==> src/rtl/uart_tx_pkg.sv <==
// Shared definitions for the UART TX framer: state encodings and parity-type constants.
package uart_tx_pkg;

   localparam logic [2:0] ENC_IDLE   = 3'b000;
   localparam logic [2:0] ENC_START  = 3'b001;
   localparam logic [2:0] ENC_DATA   = 3'b011;
   localparam logic [2:0] ENC_PARITY = 3'b010;
   localparam logic [2:0] ENC_STOP1  = 3'b110;
   localparam logic [2:0] ENC_STOP2  = 3'b111;
   localparam logic [2:0] ENC_BREAK  = 3'b100;

   localparam logic PAR_EVEN = 1'b0;
   localparam logic PAR_ODD  = 1'b1;

   typedef enum logic [2:0] {
      ST_IDLE   = ENC_IDLE,
      ST_START  = ENC_START,
      ST_DATA   = ENC_DATA,
      ST_PARITY = ENC_PARITY,
      ST_STOP1  = ENC_STOP1,
      ST_STOP2  = ENC_STOP2,
      ST_BREAK  = ENC_BREAK
   } tx_state_e;

endpackage

==> src/rtl/uart_tx_parity_calc.sv <==
// Parity generator for a DATA_W-bit word; shared between the TX framer and the RX parity checker.
module uart_tx_parity_calc
   import uart_tx_pkg::*;
#(
   parameter int DATA_W = 8
) (
   input  logic [DATA_W-1:0] data,
   input  logic              typ,
   output logic              par
);

   always_comb begin
      par = ^data;
      case (typ)
         PAR_EVEN: par = ^data;
         PAR_ODD:  par = ~^data;
         default:  par = ^data;
      endcase
   end

endmodule

==> src/rtl/uart_tx_frame_gen.sv <==
// UART TX framer: start, DATA_W data bits LSB first, optional parity, 1 or 2 stop bits, one bit per CLK.
// Optional line-break generation is enabled by defining UART_TX_BREAK_EN (adds BREAK_REQ).
module uart_tx_frame_gen
   import uart_tx_pkg::*;
#(
   parameter int DATA_W = 8,
   parameter int CNT_W  = 4
) (
   input  logic              CLK,
   input  logic              RST,
   input  logic [DATA_W-1:0] P_DATA,
   input  logic              DATA_VALID,
   input  logic              PAR_EN,
   input  logic              PAR_TYP,
   input  logic              STOP2,
`ifdef UART_TX_BREAK_EN
   input  logic              BREAK_REQ,
`endif
   output logic              TX_OUT,
   output logic              BUSY,
   output logic              FRAME_DONE
);

   localparam logic [CNT_W-1:0] LAST_BIT = CNT_W'(DATA_W - 1);

   tx_state_e         state_reg, state_next;
   logic [CNT_W-1:0]  cnt_reg, cnt_next;
   logic [DATA_W-1:0] data_reg, data_next;
   logic              par_en_reg, par_en_next;
   logic              parity_reg, parity_next;
   logic              stop2_reg, stop2_next;
   logic              tx_reg, tx_next;
   logic              busy_reg, busy_next;
   logic              done_reg, done_next;
   logic              par_in;
   logic              data_bit;

   uart_tx_parity_calc #(.DATA_W(DATA_W)) u_parity (
      .data (P_DATA),
      .typ  (PAR_TYP),
      .par  (par_in)
   );

   always_comb begin
      state_next  = state_reg;
      cnt_next    = cnt_reg;
      data_next   = data_reg;
      par_en_next = par_en_reg;
      parity_next = parity_reg;
      stop2_next  = stop2_reg;
      case (state_reg)
         ST_IDLE: begin
`ifdef UART_TX_BREAK_EN
            // A break ends with exactly one stop bit, so the stop-count flag is cleared on entry.
            if (BREAK_REQ) begin
               state_next = ST_BREAK;
               stop2_next = 1'b0;
            end else
`endif
            if (DATA_VALID) begin
               data_next   = P_DATA;
               par_en_next = PAR_EN;
               parity_next = par_in;
               stop2_next  = STOP2;
               state_next  = ST_START;
            end
         end
         ST_START: begin
            cnt_next   = '0;
            state_next = ST_DATA;
         end
         ST_DATA: begin
            if (cnt_reg == LAST_BIT) begin
               cnt_next   = '0;
               state_next = par_en_reg ? ST_PARITY : ST_STOP1;
            end else begin
               cnt_next = cnt_reg + 1'b1;
            end
         end
         ST_PARITY: state_next = ST_STOP1;
         ST_STOP1:  state_next = stop2_reg ? ST_STOP2 : ST_IDLE;
         ST_STOP2:  state_next = ST_IDLE;
`ifdef UART_TX_BREAK_EN
         ST_BREAK: begin
            if (!BREAK_REQ) state_next = ST_STOP1;
         end
`endif
         default: begin
            state_next = ST_IDLE;
            cnt_next   = '0;
         end
      endcase

      data_bit = 1'b0;
      for (int i = 0; i < DATA_W; i++) begin
         if (cnt_next == CNT_W'(i)) data_bit = data_next[i];
      end

      // Outputs are decoded from the next state so the registered line lines up with the state.
      tx_next = 1'b1;
      case (state_next)
         ST_START:  tx_next = 1'b0;
         ST_DATA:   tx_next = data_bit;
         ST_PARITY: tx_next = parity_next;
         ST_BREAK:  tx_next = 1'b0;
         default:   tx_next = 1'b1;
      endcase
      busy_next = (state_next != ST_IDLE);
      done_next = (state_next == ST_STOP2) || ((state_next == ST_STOP1) && !stop2_next);
   end

   always_ff @(posedge CLK) begin
      if (RST) begin
         state_reg  <= ST_IDLE;
         cnt_reg    <= '0;
         data_reg   <= '0;
         par_en_reg <= 1'b0;
         parity_reg <= 1'b0;
         stop2_reg  <= 1'b0;
         tx_reg     <= 1'b1;
         busy_reg   <= 1'b0;
         done_reg   <= 1'b0;
      end else begin
         state_reg  <= state_next;
         cnt_reg    <= cnt_next;
         data_reg   <= data_next;
         par_en_reg <= par_en_next;
         parity_reg <= parity_next;
         stop2_reg  <= stop2_next;
         tx_reg     <= tx_next;
         busy_reg   <= busy_next;
         done_reg   <= done_next;
      end
   end

   assign TX_OUT     = tx_reg;
   assign BUSY       = busy_reg;
   assign FRAME_DONE = done_reg;

endmodule
==> config.mk <==
export PLATFORM = sky130hd
export DESIGN_NAME = uart_tx_frame_gen
export DESIGN_NICKNAME = d
export VERILOG_FILES = /design/src/rtl/uart_tx_pkg.sv /design/src/rtl/uart_tx_parity_calc.sv /design/src/rtl/uart_tx_frame_gen.sv
export SDC_FILE = /design/constraint.sdc
export NUM_CORES = 1
export LEC_CHECK = 0
export BUFFER_PORTS_ARGS = -buffer_cell sky130_fd_sc_hd__buf_2
export CORE_MARGIN = 1
export CORE_UTILIZATION = 40
export DETAILED_ROUTE_END_ITERATION = 10
export GPL_TIMING_DRIVEN = 0
export PLACE_DENSITY_LB_ADDON = 0.25
export SYNTH_ARGS = -nofsm -noshare
export SYNTH_HDL_FRONTEND = slang
export SYNTH_HIERARCHICAL = 1
export SYNTH_SLANG_ARGS = --single-unit
==> constraint.sdc <==
create_clock -name CLK -period 4.7 [get_ports CLK]
set_clock_uncertainty 0.15 [all_clocks]
set_input_delay 0.94 -clock CLK [delete_from_list [all_inputs] [get_ports CLK]]
set_output_delay 0.94 -clock CLK [all_outputs]
set_load 0.02 [all_outputs]
### Word-level counts from Yosys, hierarchy flattened

Index checks and enable logic that the tools add are counted.

| storage, ports and cells | value |
|---|---|
| bits in registers | 21 |
| bits of input ports | 14 |
| output and inout bits | 3 |

| cells by class | value |
|---|---|
| add/subtract/negate cells | 1 |
| eq/ne operators | 19 |
| muxes and demuxes | 23 |
| bitwise operators | 1 |
| reduce and logical (&&, ||, !) cells | 11 |

Operator list:

| operator | number |
|---|---|
| 4-bit by 3-bit == test with 1-bit output (second input constant) | 5 |
| 8-bit 2-to-1 mux | 2 |
| 3-bit == test (second input constant) | 5 |
| 3-bit case mux with 5 select lines | 1 |
| 3-bit by 2-bit == test with 1-bit output (second input constant) | 4 |
| 1-bit 2-to-1 mux | 12 |
| 3-bit 2-to-1 mux | 4 |
| 4-bit by 2-bit == test with 1-bit output (second input constant) | 2 |
| 4-bit case mux with 2 select lines | 1 |
| 8-bit XNOR reduction | 1 |
| 8-bit XOR reduction | 1 |
| 3-bit by 1-bit == test with 1-bit output (second input constant) | 2 |
| 4-bit by 1-bit adder with 4-bit output (second input constant) | 1 |
| 4-bit by 1-bit == test with 1-bit output (second input constant) | 1 |
| 4-bit logical NOT | 1 |
| 4-bit 2-to-1 mux | 1 |
| 4-bit OR reduction | 1 |
| 3-bit logical NOT | 1 |
| 1-bit case mux with 3 select lines | 1 |
| 3-bit nonzero test | 1 |
| 1-bit case mux with 2 select lines | 1 |
| 2-bit AND reduction | 1 |
| 2-bit OR reduction | 1 |
| 1-bit logical AND | 1 |
| other kinds (3) | 3 |

### Depth between registers and ports, before layout

| logic depth | value |
|---|---|
| depth in word-level cells | 13 |
| depth in mapped cells | 7 |
| depth with buffers taken out | 7 |

### By module

The synthesis kept the hierarchy.

Modules (own cells, without submodules):

| module | instances | cells each | area an instance (µm²) | sequential area each (µm²) |
|---|---|---|---|---|
| uart_tx_frame_gen | 1 | 130 | 1021.0 | 420.4 |
| uart_tx_parity_calc | 1 | 7 | 82.6 | 0.0 |

### Worst setup path after synthesis

No wires, ideal clock.

| timing path | value |
|---|---|
| path type | input -> register |
| from | input port P_DATA[4] |
| to | register tx_reg (netlist: TX_OUT) |
| library setup time | 0.135 ns |
| arrival time | 2.109 ns |
| required time | 4.415 ns |
| slack | 2.306 ns |
| stages | 7 |
| path through | xnor2_1 -> xnor3_1 -> xnor2_1 -> mux2i_1 -> inv_1 -> o21ai_0 -> o311ai_2 |

| between the ends | value |
|---|---|
| elaborated cells on any way between the ends | 12 |
| those cells by class | 10 x mux; 2 x reduce/logical |

RTL lines:

| item | RTL line | source |
|---|---|---|
| start, declared | uart_tx_frame_gen.sv:11 | `input logic [DATA_W-1:0] P_DATA,` |
| 8-bit XNOR reduction or 8-bit XOR reduction (tied branches) | uart_tx_parity_calc.sv:16, uart_tx_parity_calc.sv:15 |  |
| 1-bit case mux with 2 select lines (*) | uart_tx_parity_calc.sv:14 | `case (typ)` |
| via par_in | uart_tx_frame_gen.sv:35 | `logic par_in;` |
| 1-bit 2-to-1 mux (*) | uart_tx_frame_gen.sv:60 | `if (DATA_VALID) begin` |
| 1-bit 2-to-1 mux (*) | uart_tx_frame_gen.sv:51 | `case (state_reg)` |
| 1-bit case mux with 3 select lines (*) | uart_tx_frame_gen.sv:101 | `case (state_next)` |
| end signal, assigned | uart_tx_frame_gen.sv:130 | `tx_reg <= tx_next;` |
| end, declared | uart_tx_frame_gen.sv:32 | `logic tx_reg, tx_next;` |

Mark *: on every way through the listed nets, which the timed path passes. The rest lies on a longest branch.
A chain may end at the register's enable or synchronous reset.

### Final worst setup path

Same ends and word-level chain as after synthesis.

==> run metrics <==
Worst path max stage delay=0.43 ns; routability cong.=0.824; RSZ-0062 raised after global routing=false; Hold EP=data_reg[5]$_SDFF_PP0_; post-layout util=0.490; Worst Max-Slew Pin Slew=0.478 ns; TNS Setup=0 ns; Clock Latency Late Sink=0.30 ns; clock sinks=21; Final min period=2.51 ns; CTS clk-pin slew, worst paths=0.11 ns; first drt pass iteration count=4; fmax=399 MHz; # hold bufs at CTS=0; area growth from synthesis to layout=13.0%; layout net count=173; die height=54.5 um; Worst R2R Start=state_reg[0]$_SDFF_PP0_; WP buf/inv=2; Most common cell on crit path=xnor2_1; commonest non-fill, non-tap cell in the layout=nand2_1; die area=0.00297 mm^2; core footprint=0.00254 mm^2; worst-case reg-to-reg path depth=7; Max-Cap Viols=0; Rel. slew slack=0.682; Cell Chain, Critical Path=buf_2 -> xnor2_1 -> xnor3_1 -> xnor2_1 -> mux2i_1 -> inv_1 -> o21ai_0 -> o311ai_2; Crit Path Category=primary input to flop; cell count along the critical path=8; total grt overflow=0; share of post-route cells with drive strength above 1=0.185; YS warnings=6; Post-Syn Instances=137; Worst VDD drop=0.172 mV; global-route wire length before repair=3740 um; # rows=18; leakage power total=0.500 nW; # DRC=0; Worst setup SP type=primary input; Power Density=300 mW/mm^2; post-DR wirelength/cell=12.3 um; max FFs per register=8; CP required=4.72 ns; worst slack, placed=1.84 ns; fin cells=187; CP top delay family=XOR/XNOR gates; Starting Density=0.434; Synth cell types=39; FF-to-FF setup slack=2.64 ns; final WL=2300 um; IO Port Bufs=16; crit path capture type=flop; status=finished, final reports clean; most frequent cells in the layout=25 x nand2_1, 21 x dfxtp_1, 18 x a21oi_1, 18 x buf_2; Setup Buffers After CTS=0; initial drt markers=26; CTS Buf Count=3; Final WS setup=2.19 ns; Hold Fails Final Rpt=0; largest net degree at the start of global routing=12; # placed instances=183; ANT cells=0; CP Max Fanout=2; Routed Antenna Nets=0; DP HPWL=1760 um; syn avg cell area=8.06 um^2; slowest CP cell=xnor3_1; Final period util=0.534; initial antenna violation count=0; vias in the first global route=826; WHS Path Cells=2; Tot GR Track Use=0.180; syn nets=152; hold slack final=0.320 ns; Worst EP arrival=2.53 ns; clock buffer depth=2; sequential fraction of the synthesis area=0.381; via count=997; via/cell ratio=5.33; Resize count post-CTS=0; Boundary Pins=17; #FFs+latches synth=21; Worst Hold Class=flop to flop; # setup viols final=0; hold_sp=data_reg[5]$_SDFF_PP0_; CTS tree=built; Post-Syn Area=0.00110 mm^2; H-tree levels=1; Root Buffer=clkbuf_4; Worst R2R End=TX_OUT$_SDFF_PP1_; Final Max Tran Viols=0; die width=54.5 um
[area by class of cell]
type / instances / area (um^2)
multi-input combinational: 106 / 636
fill: 244 / 1300
tap: 30 / 37.5
inverter: 4 / 15.0
timing repair buffer: 16 / 80.1
clock buffer: 4 / 26.3
buffer: 6 / 32.5
sequential: 21 / 420
[power breakdown]
group,switching [mW],internal [mW]
Clock,0.0521,0.0330
Combinational,0.0508,0.0386
Sequential,0.00741,0.192
Total,0.110,0.263
[Yosys cell counts]
master / count / area, um^2
ha_1: 1 / 12.5
nand3_1: 9 / 45.0
buf_4: 2 / 15.0
a22o_1: 1 / 8.76
and3b_1: 1 / 8.76
nand4b_1: 1 / 8.76
xnor2_1: 5 / 43.8
o21ai_0: 7 / 35.0
a21o_1: 1 / 7.51
xor2_1: 1 / 8.76
nand2_1: 25 / 93.8
o211a_1: 1 / 10.0
nor4_1: 1 / 6.26
nor3b_1: 1 / 7.51
or3b_1: 1 / 8.76
o211ai_1: 2 / 15.0
xnor3_1: 1 / 22.5
o21ai_1: 1 / 5.00
nor2b_1: 4 / 25.0
nand2b_1: 2 / 12.5
o22ai_1: 1 / 6.26
a21boi_1: 1 / 7.51
o21ai_2: 1 / 8.76
a21oi_1: 18 / 90.1
o311ai_2: 1 / 16.3
clkbuf_1: 2 / 7.51
o22a_1: 1 / 8.76
a22o_2: 1 / 10.0
nor2_1: 9 / 33.8
and2_1: 1 / 6.26
mux2i_1: 1 / 10.0
a22oi_1: 1 / 7.51
inv_1: 4 / 15.0
a21oi_2: 1 / 8.76
o21bai_1: 1 / 7.51
a22oi_2: 1 / 12.5
xnor2_2: 1 / 16.3
dfxtp_1: 21 / 420
buf_2: 2 / 10.0
[metrics by stage]
stage | total power [mW] | instance area (um^2)
after floorplan | 0.267 | 1100
after global placement | 0.291 | 1220
after detailed placement | 0.293 | 1220
after CTS | 0.377 | 1250
after global routing | 0.402 | 1250
final | 0.374 | 1250
[worst min-delay path, delay by kind of cell (launching register included)]
kind               cells  cell delay (ns)
and+or+nand+nor        1             0.05
DFF                    1             0.33
AOI/OAI and AO/OA      1             0.05
[metal layers]
metal / wire length (um) / part of all wire / track usage / up-vias
li1: - / - / - / 519
met1: 1200 / 0.52 / 0.253 / 461
met2: 1030 / 0.45 / 0.270 / 15
met3: 57 / 0.025 / 0.0333 / 2
met4: 15 / 0.0065 / 0.0641 / 0
met5: 0 / 0 / 0 / -
[how the worst max path moves through the flow]
| stage | startpoint | to | slack (ns) |
|---|---|---|---|
| 2_1_floorplan | P_DATA[4] | TX_OUT$_SDFF_PP1_ | 2.31 |
| 3_3_place_gp | P_DATA[4] | TX_OUT$_SDFF_PP1_ | 1.88 |
| 3_5_place_dp | P_DATA[4] | TX_OUT$_SDFF_PP1_ | 1.84 |
| 4_1_cts | P_DATA[4] | TX_OUT$_SDFF_PP1_ | 2.16 |
| 5_1_grt | P_DATA[4] | TX_OUT$_SDFF_PP1_ | 2.07 |
| 6_report | P_DATA[4] | TX_OUT$_SDFF_PP1_ | 2.19 |
[cell families after synthesis]
| kind of cell | after synthesis | synth area share |
|---|---|---|
| multiplexers | 1 | 0.00907 |
| AO/OA/AOI/OAI | 41 | 0.240 |
| buffers and inverters | 10 | 0.0431 |
| AND/OR/NAND/NOR | 55 | 0.232 |
| adder cells (fa/ha/maj) | 1 | 0.0113 |
| XOR/XNOR | 8 | 0.0828 |
| flip-flops | 21 | 0.381 |
Power figures use the tool's default switching activity.
